## config.mk

```make
export PLATFORM = sky130hd
export DESIGN_NAME = vga_ctrl
export DESIGN_NICKNAME = d
export VERILOG_FILES = /design/src/rtl/vga_ctrl.sv
export SDC_FILE = /design/constraint.sdc
export NUM_CORES = 1
export LEC_CHECK = 0
export CORE_ASPECT_RATIO = 1.5
export CORE_MARGIN = 1
export CORE_UTILIZATION = 40
export DETAILED_ROUTE_END_ITERATION = 8
export GPL_TIMING_DRIVEN = 0
export PLACE_DENSITY = 0.75
export SLEW_MARGIN = 20
export SYNTH_ARGS = -nofsm -noshare
export SYNTH_HDL_FRONTEND = slang
export SYNTH_SLANG_ARGS = --single-unit
export TNS_END_PERCENT = 10
```

## constraint.sdc

```tcl
create_clock -name clock -period 3.2 [get_ports clock]
set_input_delay 0.64 -clock clock [delete_from_list [all_inputs] [get_ports clock]]
set_output_delay 0.64 -clock clock [all_outputs]
set_load 0.1 [all_outputs]
```

## src/rtl/vga_ctrl.sv

```systemverilog
// vga_ctrl -- VGA scan timing generator and pixel output stage.
//
// The block sits directly downstream of the framebuffer. Its scan counters
// produce h_addr/v_addr. The framebuffer returns vga_data RD_LATENCY clocks
// later. The blanking and sync flags are delayed by the same amount, so each
// pixel leaves on the same clock as its syncs.
//
// Optional build macro: VGA_TEST_PATTERN_EN. When it is defined, pattern_en=1
// replaces vga_data with 8 vertical colour bars (bar 0 black .. bar 7 white).
// When it is undefined, pattern_en is ignored and no pattern logic exists.
//
// Ports:
//   clock        pixel clock; all state changes on its rising edge
//   reset        asynchronous reset, active low
//   h_addr/v_addr  scan coordinate to the framebuffer (0 outside active area)
//   vga_data     {R,G,B} 4:4:4 from the framebuffer, RD_LATENCY clocks after its address
//   vga_r/g/b    pixel pins (zero while blanked)
//   vga_hs/vga_vs  active-low syncs, aligned with the pixel pins
//   valid        high while vga_r/g/b carry a visible pixel
//   frame_start  high while the scan sits at (0,0), at the address stage
//   pattern_en   selects the test pattern (only with VGA_TEST_PATTERN_EN)
//
// H_TOTAL and V_TOTAL must not exceed 1024. RD_LATENCY must be in 1..4.
// The pattern build also needs H_ACTIVE >= 8.
module vga_ctrl #(
    parameter int H_ACTIVE   = 640,
    parameter int H_FRONT    = 16,
    parameter int H_SYNC     = 96,
    parameter int H_BACK     = 48,
    parameter int V_ACTIVE   = 480,
    parameter int V_FRONT    = 10,
    parameter int V_SYNC     = 2,
    parameter int V_BACK     = 33,
    parameter int RD_LATENCY = 1
) (
    input  logic        clock,
    input  logic        reset,
    output logic [9:0]  h_addr,
    output logic [9:0]  v_addr,
    input  logic [11:0] vga_data,
    output logic [3:0]  vga_r,
    output logic [3:0]  vga_g,
    output logic [3:0]  vga_b,
    output logic        vga_hs,
    output logic        vga_vs,
    output logic        valid,
    output logic        frame_start,
    input  logic        pattern_en
);

    localparam int H_TOTAL = H_ACTIVE + H_FRONT + H_SYNC + H_BACK;
    localparam int V_TOTAL = V_ACTIVE + V_FRONT + V_SYNC + V_BACK;

    // Region bounds are 11 bits wide. The sync end can equal the total,
    // and the total may reach 1024.
    localparam logic [10:0] H_ACT  = 11'(H_ACTIVE);
    localparam logic [10:0] H_SS   = 11'(H_ACTIVE + H_FRONT);
    localparam logic [10:0] H_SE   = 11'(H_ACTIVE + H_FRONT + H_SYNC);
    localparam logic [10:0] H_LAST = 11'(H_TOTAL - 1);
    localparam logic [10:0] V_ACT  = 11'(V_ACTIVE);
    localparam logic [10:0] V_SS   = 11'(V_ACTIVE + V_FRONT);
    localparam logic [10:0] V_SE   = 11'(V_ACTIVE + V_FRONT + V_SYNC);
    localparam logic [10:0] V_LAST = 11'(V_TOTAL - 1);

    // ---------------- address stage ----------------
    logic [9:0] h_cnt_q, h_cnt_d;
    logic [9:0] v_cnt_q, v_cnt_d;
    logic       h_wrap, v_wrap;
    logic       h_act, v_act, h_sync, v_sync;
    logic       act, hs_n, vs_n;

    always_comb begin
        h_wrap  = ({1'b0, h_cnt_q} == H_LAST);
        v_wrap  = ({1'b0, v_cnt_q} == V_LAST);
        h_cnt_d = h_wrap ? '0 : h_cnt_q + 10'd1;
        v_cnt_d = v_cnt_q;
        // The line counter advances only when the pixel counter wraps.
        if (h_wrap) begin
            v_cnt_d = v_wrap ? '0 : v_cnt_q + 10'd1;
        end
    end

    always_comb begin
        h_act       = ({1'b0, h_cnt_q} < H_ACT);
        v_act       = ({1'b0, v_cnt_q} < V_ACT);
        h_sync      = ({1'b0, h_cnt_q} >= H_SS) && ({1'b0, h_cnt_q} < H_SE);
        v_sync      = ({1'b0, v_cnt_q} >= V_SS) && ({1'b0, v_cnt_q} < V_SE);
        act         = h_act && v_act;
        hs_n        = !h_sync;
        vs_n        = !v_sync;
        h_addr      = h_act ? h_cnt_q : '0;
        v_addr      = v_act ? v_cnt_q : '0;
        frame_start = (h_cnt_q == '0) && (v_cnt_q == '0);
    end

    // ---------------- read-latency alignment ----------------
    // Bit 0 is one clock behind the address stage. Bit RD_LATENCY-1 lines up
    // with the vga_data returned for that address.
    logic [RD_LATENCY-1:0] act_pipe_q, act_pipe_d;
    logic [RD_LATENCY-1:0] hs_pipe_q,  hs_pipe_d;
    logic [RD_LATENCY-1:0] vs_pipe_q,  vs_pipe_d;

    always_comb begin
        act_pipe_d = (RD_LATENCY)'({act_pipe_q, act});
        hs_pipe_d  = (RD_LATENCY)'({hs_pipe_q, hs_n});
        vs_pipe_d  = (RD_LATENCY)'({vs_pipe_q, vs_n});
    end

    always_ff @(posedge clock or negedge reset) begin
        if (!reset) begin
            h_cnt_q    <= '0;
            v_cnt_q    <= '0;
            act_pipe_q <= '0;
            hs_pipe_q  <= '1;
            vs_pipe_q  <= '1;
        end else begin
            h_cnt_q    <= h_cnt_d;
            v_cnt_q    <= v_cnt_d;
            act_pipe_q <= act_pipe_d;
            hs_pipe_q  <= hs_pipe_d;
            vs_pipe_q  <= vs_pipe_d;
        end
    end

    // ---------------- pixel source ----------------
    logic [11:0] src_pix;

`ifdef VGA_TEST_PATTERN_EN
    localparam logic [9:0] BAR_W = 10'(H_ACTIVE / 8);

    logic [2:0]                   bar_idx;
    logic [11:0]                  pat_pix;
    logic [RD_LATENCY-1:0][11:0]  pat_pipe_q, pat_pipe_d;

    // The pattern is produced from h_addr and delayed like a framebuffer read.
    // That keeps the bar edges on the same columns as the real data.
    always_comb begin
        bar_idx    = 3'(h_addr / BAR_W);
        pat_pix    = {{4{bar_idx[2]}}, {4{bar_idx[1]}}, {4{bar_idx[0]}}};
        pat_pipe_d = (RD_LATENCY * 12)'({pat_pipe_q, pat_pix});
        src_pix    = pattern_en ? pat_pipe_q[RD_LATENCY-1] : vga_data;
    end

    always_ff @(posedge clock or negedge reset) begin
        if (!reset) begin
            pat_pipe_q <= '0;
        end else begin
            pat_pipe_q <= pat_pipe_d;
        end
    end
`else
    logic pattern_en_unused;

    assign pattern_en_unused = pattern_en;

    always_comb begin
        src_pix = vga_data;
    end
`endif

    // ---------------- output stage ----------------
    // vga_data is already registered in the framebuffer. Gating it here keeps
    // the pixel on the same clock as the delayed flags.
    always_comb begin
        valid                   = act_pipe_q[RD_LATENCY-1];
        vga_hs                  = hs_pipe_q[RD_LATENCY-1];
        vga_vs                  = vs_pipe_q[RD_LATENCY-1];
        {vga_r, vga_g, vga_b}   = valid ? src_pix : 12'h000;
    end

endmodule

```

==> results.md <==
* Top_reg_cell synth: dfrtp_1
* Slew HR at 0.341
* Fin Hold WS at 0.341 ns
* Setup Viol. Count Final at 0
* Worst slew pin tran at 0.986 ns
* Grt ovf at 0
* All-Layer GR Usage at 0.206
* IO Count at 51
* Period minus WS final at 3.09 ns
* Fmax at 0.323 GHz
* Max_cap viols at 0
* Clock skew at 0.00520 ns
* Leak at 0.908 nW
* Hpwl dp at 2790 um
* Initial antenna violation count at 0
* Data arrival time of the worst path at 2.45 ns
* Clock latency on the worst-skew pair at 0.26 ns
* Crit path max fanout at 8
* Worst IR Drop VDD at 194 uV
* Root buffer cell: clkbuf_8
* Largest net degree at the start of global routing at 24
* RSZ-0062 raised after global routing: yes
* CTS sink count at 23
* Sequential area share after synthesis at 0.406
* Syn nets at 173
* YS warnings at 0
* CP Launch Point: v_cnt_q[5]$_DFFE_PN0N_
* Routed Antenna Nets at 0
* Pwr dens at 293 nW/um2
* TritonCTS clock tree: done
* Post-CTS Setup Bufs at 0
* Fin crit share at 0.966
* Die height at 75.1 um
* Diode count at 0
* Yosys reg bits at 23
* Final Max Tran Viols at 0
* Nets at 226
* Max clock buf depth at 2
* Data required, critical path at 2.56 ns
* Worst setup EP type: output pin
* DRC Markers at 0
* Power share of the combinational group at 0.185
* FF-to-FF Start: h_cnt_q[0]$_DFF_PN0_
* Initial Util at 0.417
* Crit start category: register
* Total number of vias at 1320
* Synth unique cells at 42
* Flop pwr share at 0.504
* WS Path Type: reg -> out
* First-pass GRT wire length at 5890 um
* WL final at 3590 um
* Cell count after placement at 244
* Hold Fails Final Rpt at 0
* Number of buffers added on ports at 48
* Clock buffer count from CTS at 3
* Commonest non-fill, non-tap cell in the layout: clkdlybuf4s50_1
* Setup total negative slack at 0 ns
* Clock transition at path regs at 0.08 ns
* Finished Layout Cells at 248
* Core region area at 3420 um2
* Post-Synthesis Cells at 154
* RePlAce Congestion at 0.803
* Share of post-route cells with drive strength above 1 at 0.150
* Int Pwr at 0.000408 W
* NetSw at 0.000169 W
* Vias in the first global route at 1365
* Row cnt at 26
* Hold crit path type: in -> async
* Die span in x at 50.7 um
* Mapped cell area at 1430 um2
* Status: completed
* Post-synth ARST share at 1.00
* Initial DRC count at 32
* Post-synth EDFFs at 0
* Drt wl/cell at 14.5 um
* Die footprint at 3810 um2
* Htree depth at 1
* Vias per std cell at 5.32
* Sw frac at 0.293
* Clock power frac at 0.311
* Most frequent cells in the layout: 33 x clkdlybuf4s50_1, 25 x and2_1, 21 x dfrtp_1
* Area delta synth->final at 37.9%
* Synth Area per Inst at 9.25 um2
* DRT Pass-1 Iters at 4
cells in the mapped netlist (2+ instances only):
master / n / area share
a21oi_1: 3 / 0.011
and2_1: 25 / 0.11
and3_1: 6 / 0.026
and3_2: 2 / 0.011
buf_2: 2 / 0.0070
buf_4: 2 / 0.011
buf_6: 2 / 0.016
clkbuf_1: 2 / 0.0053
dfrtp_1: 21 / 0.37
dfstp_2: 2 / 0.037
ha_1: 4 / 0.035
inv_1: 6 / 0.016
mux2i_1: 2 / 0.014
nand2_1: 9 / 0.024
nand3_1: 8 / 0.028
nand4_1: 6 / 0.026
nor2_1: 5 / 0.013
nor2b_1: 2 / 0.0088
nor3_1: 6 / 0.021
nor4_1: 4 / 0.018
o21ai_0: 6 / 0.021
xnor2_1: 6 / 0.037
xor2_1: 4 / 0.025
registers in the layout, indices dropped and copies added, names as in the netlist:
signal / flops
h_cnt_q: 10
vga_vs: 1
vga_hs: 1
v_cnt_q: 10
valid: 1
layer usage:
layer | global-route usage | share of wire | vias up
met5 | 0 | 0 | -
met4 | 0.120 | 0.030 | 0
met3 | 0.0263 | 0.061 | 10
met2 | 0.401 | 0.53 | 66
met1 | 0.207 | 0.38 | 617
li1 | - | - | 627
cell families (layout without fill, tap and decap cells):
kind of cell	after synthesis	after routing	synth area share
simple gates	86	86	0.361
flops	23	23	0.406
buf+inv	16	68	0.0746
compound gates	12	12	0.0457
xor+xnor	10	10	0.0615
fa+ha+maj	4	4	0.0351
mux	2	2	0.0140
other cells	1	1	0.00263
what timing repair did:
item,4_1_cts,5_1_grt
hold buffers,0,0
gates resized for setup,13,16
setup endpoints to repair,13,9
pin swaps,0,0
metrics by stage:
stage                     setup slack [ns]  utilization  area (um2)  total power, W
final                                0.109        0.575        1970        0.000577
after global routing               -0.0212        0.575        1970        0.000596
after global placement              0.0427        0.575        1960        0.000403
after detailed placement            0.0134        0.575        1960        0.000404
after CTS                         0.000381        0.584        1990        0.000584
after floorplan                     -0.240            -        1430        0.000367
cell type report:
class	count	area [um2]
plain buffers	10	83.8
clock buffers	3	41.3
clock inverters	1	5.00
fillers	318	1450
inverters	6	22.5
multi-input cells	115	746
flip-flops and latches	23	578
well taps	42	52.6
repair buffers	48	437
worst paths after layout:
path	slack [ns]	cells after the start	end
setup / recovery	0.11	4	v_addr[0]
hold / removal	0.34	1	h_cnt_q[6]$_DFF_PN0_
setup reg to reg	1.56	6	v_cnt_q[4]$_DFFE_PN0N_
hold reg to reg	0.52	1	h_cnt_q[0]$_DFF_PN0_
max in group asynchronous	2.50	1	vga_vs$_DFF_PN1_
min in group clock	0.52	1	h_cnt_q[0]$_DFF_PN0_
critical path: stages (launching register included):
cell,delay (ns)
dfrtp_1,0.45
and4_1,0.22
buf_2,0.17
nor3_1,0.18
clkdlybuf4s50_1,1.17
power by group through the flow:
| stage | sequential [W] | clock [W] | combinational, W |
|---|---|---|---|
| after floorplan | 0.000296 | 0 | 0.0000704 |
| after global placement | 0.000296 | 0 | 0.000107 |
| after detailed placement | 0.000296 | 0 | 0.000108 |
| after CTS | 0.000291 | 0.000186 | 0.000108 |
| after global routing | 0.000291 | 0.000195 | 0.000111 |
| final | 0.000290 | 0.000179 | 0.000107 |
Power figures use the tool's default switching activity.
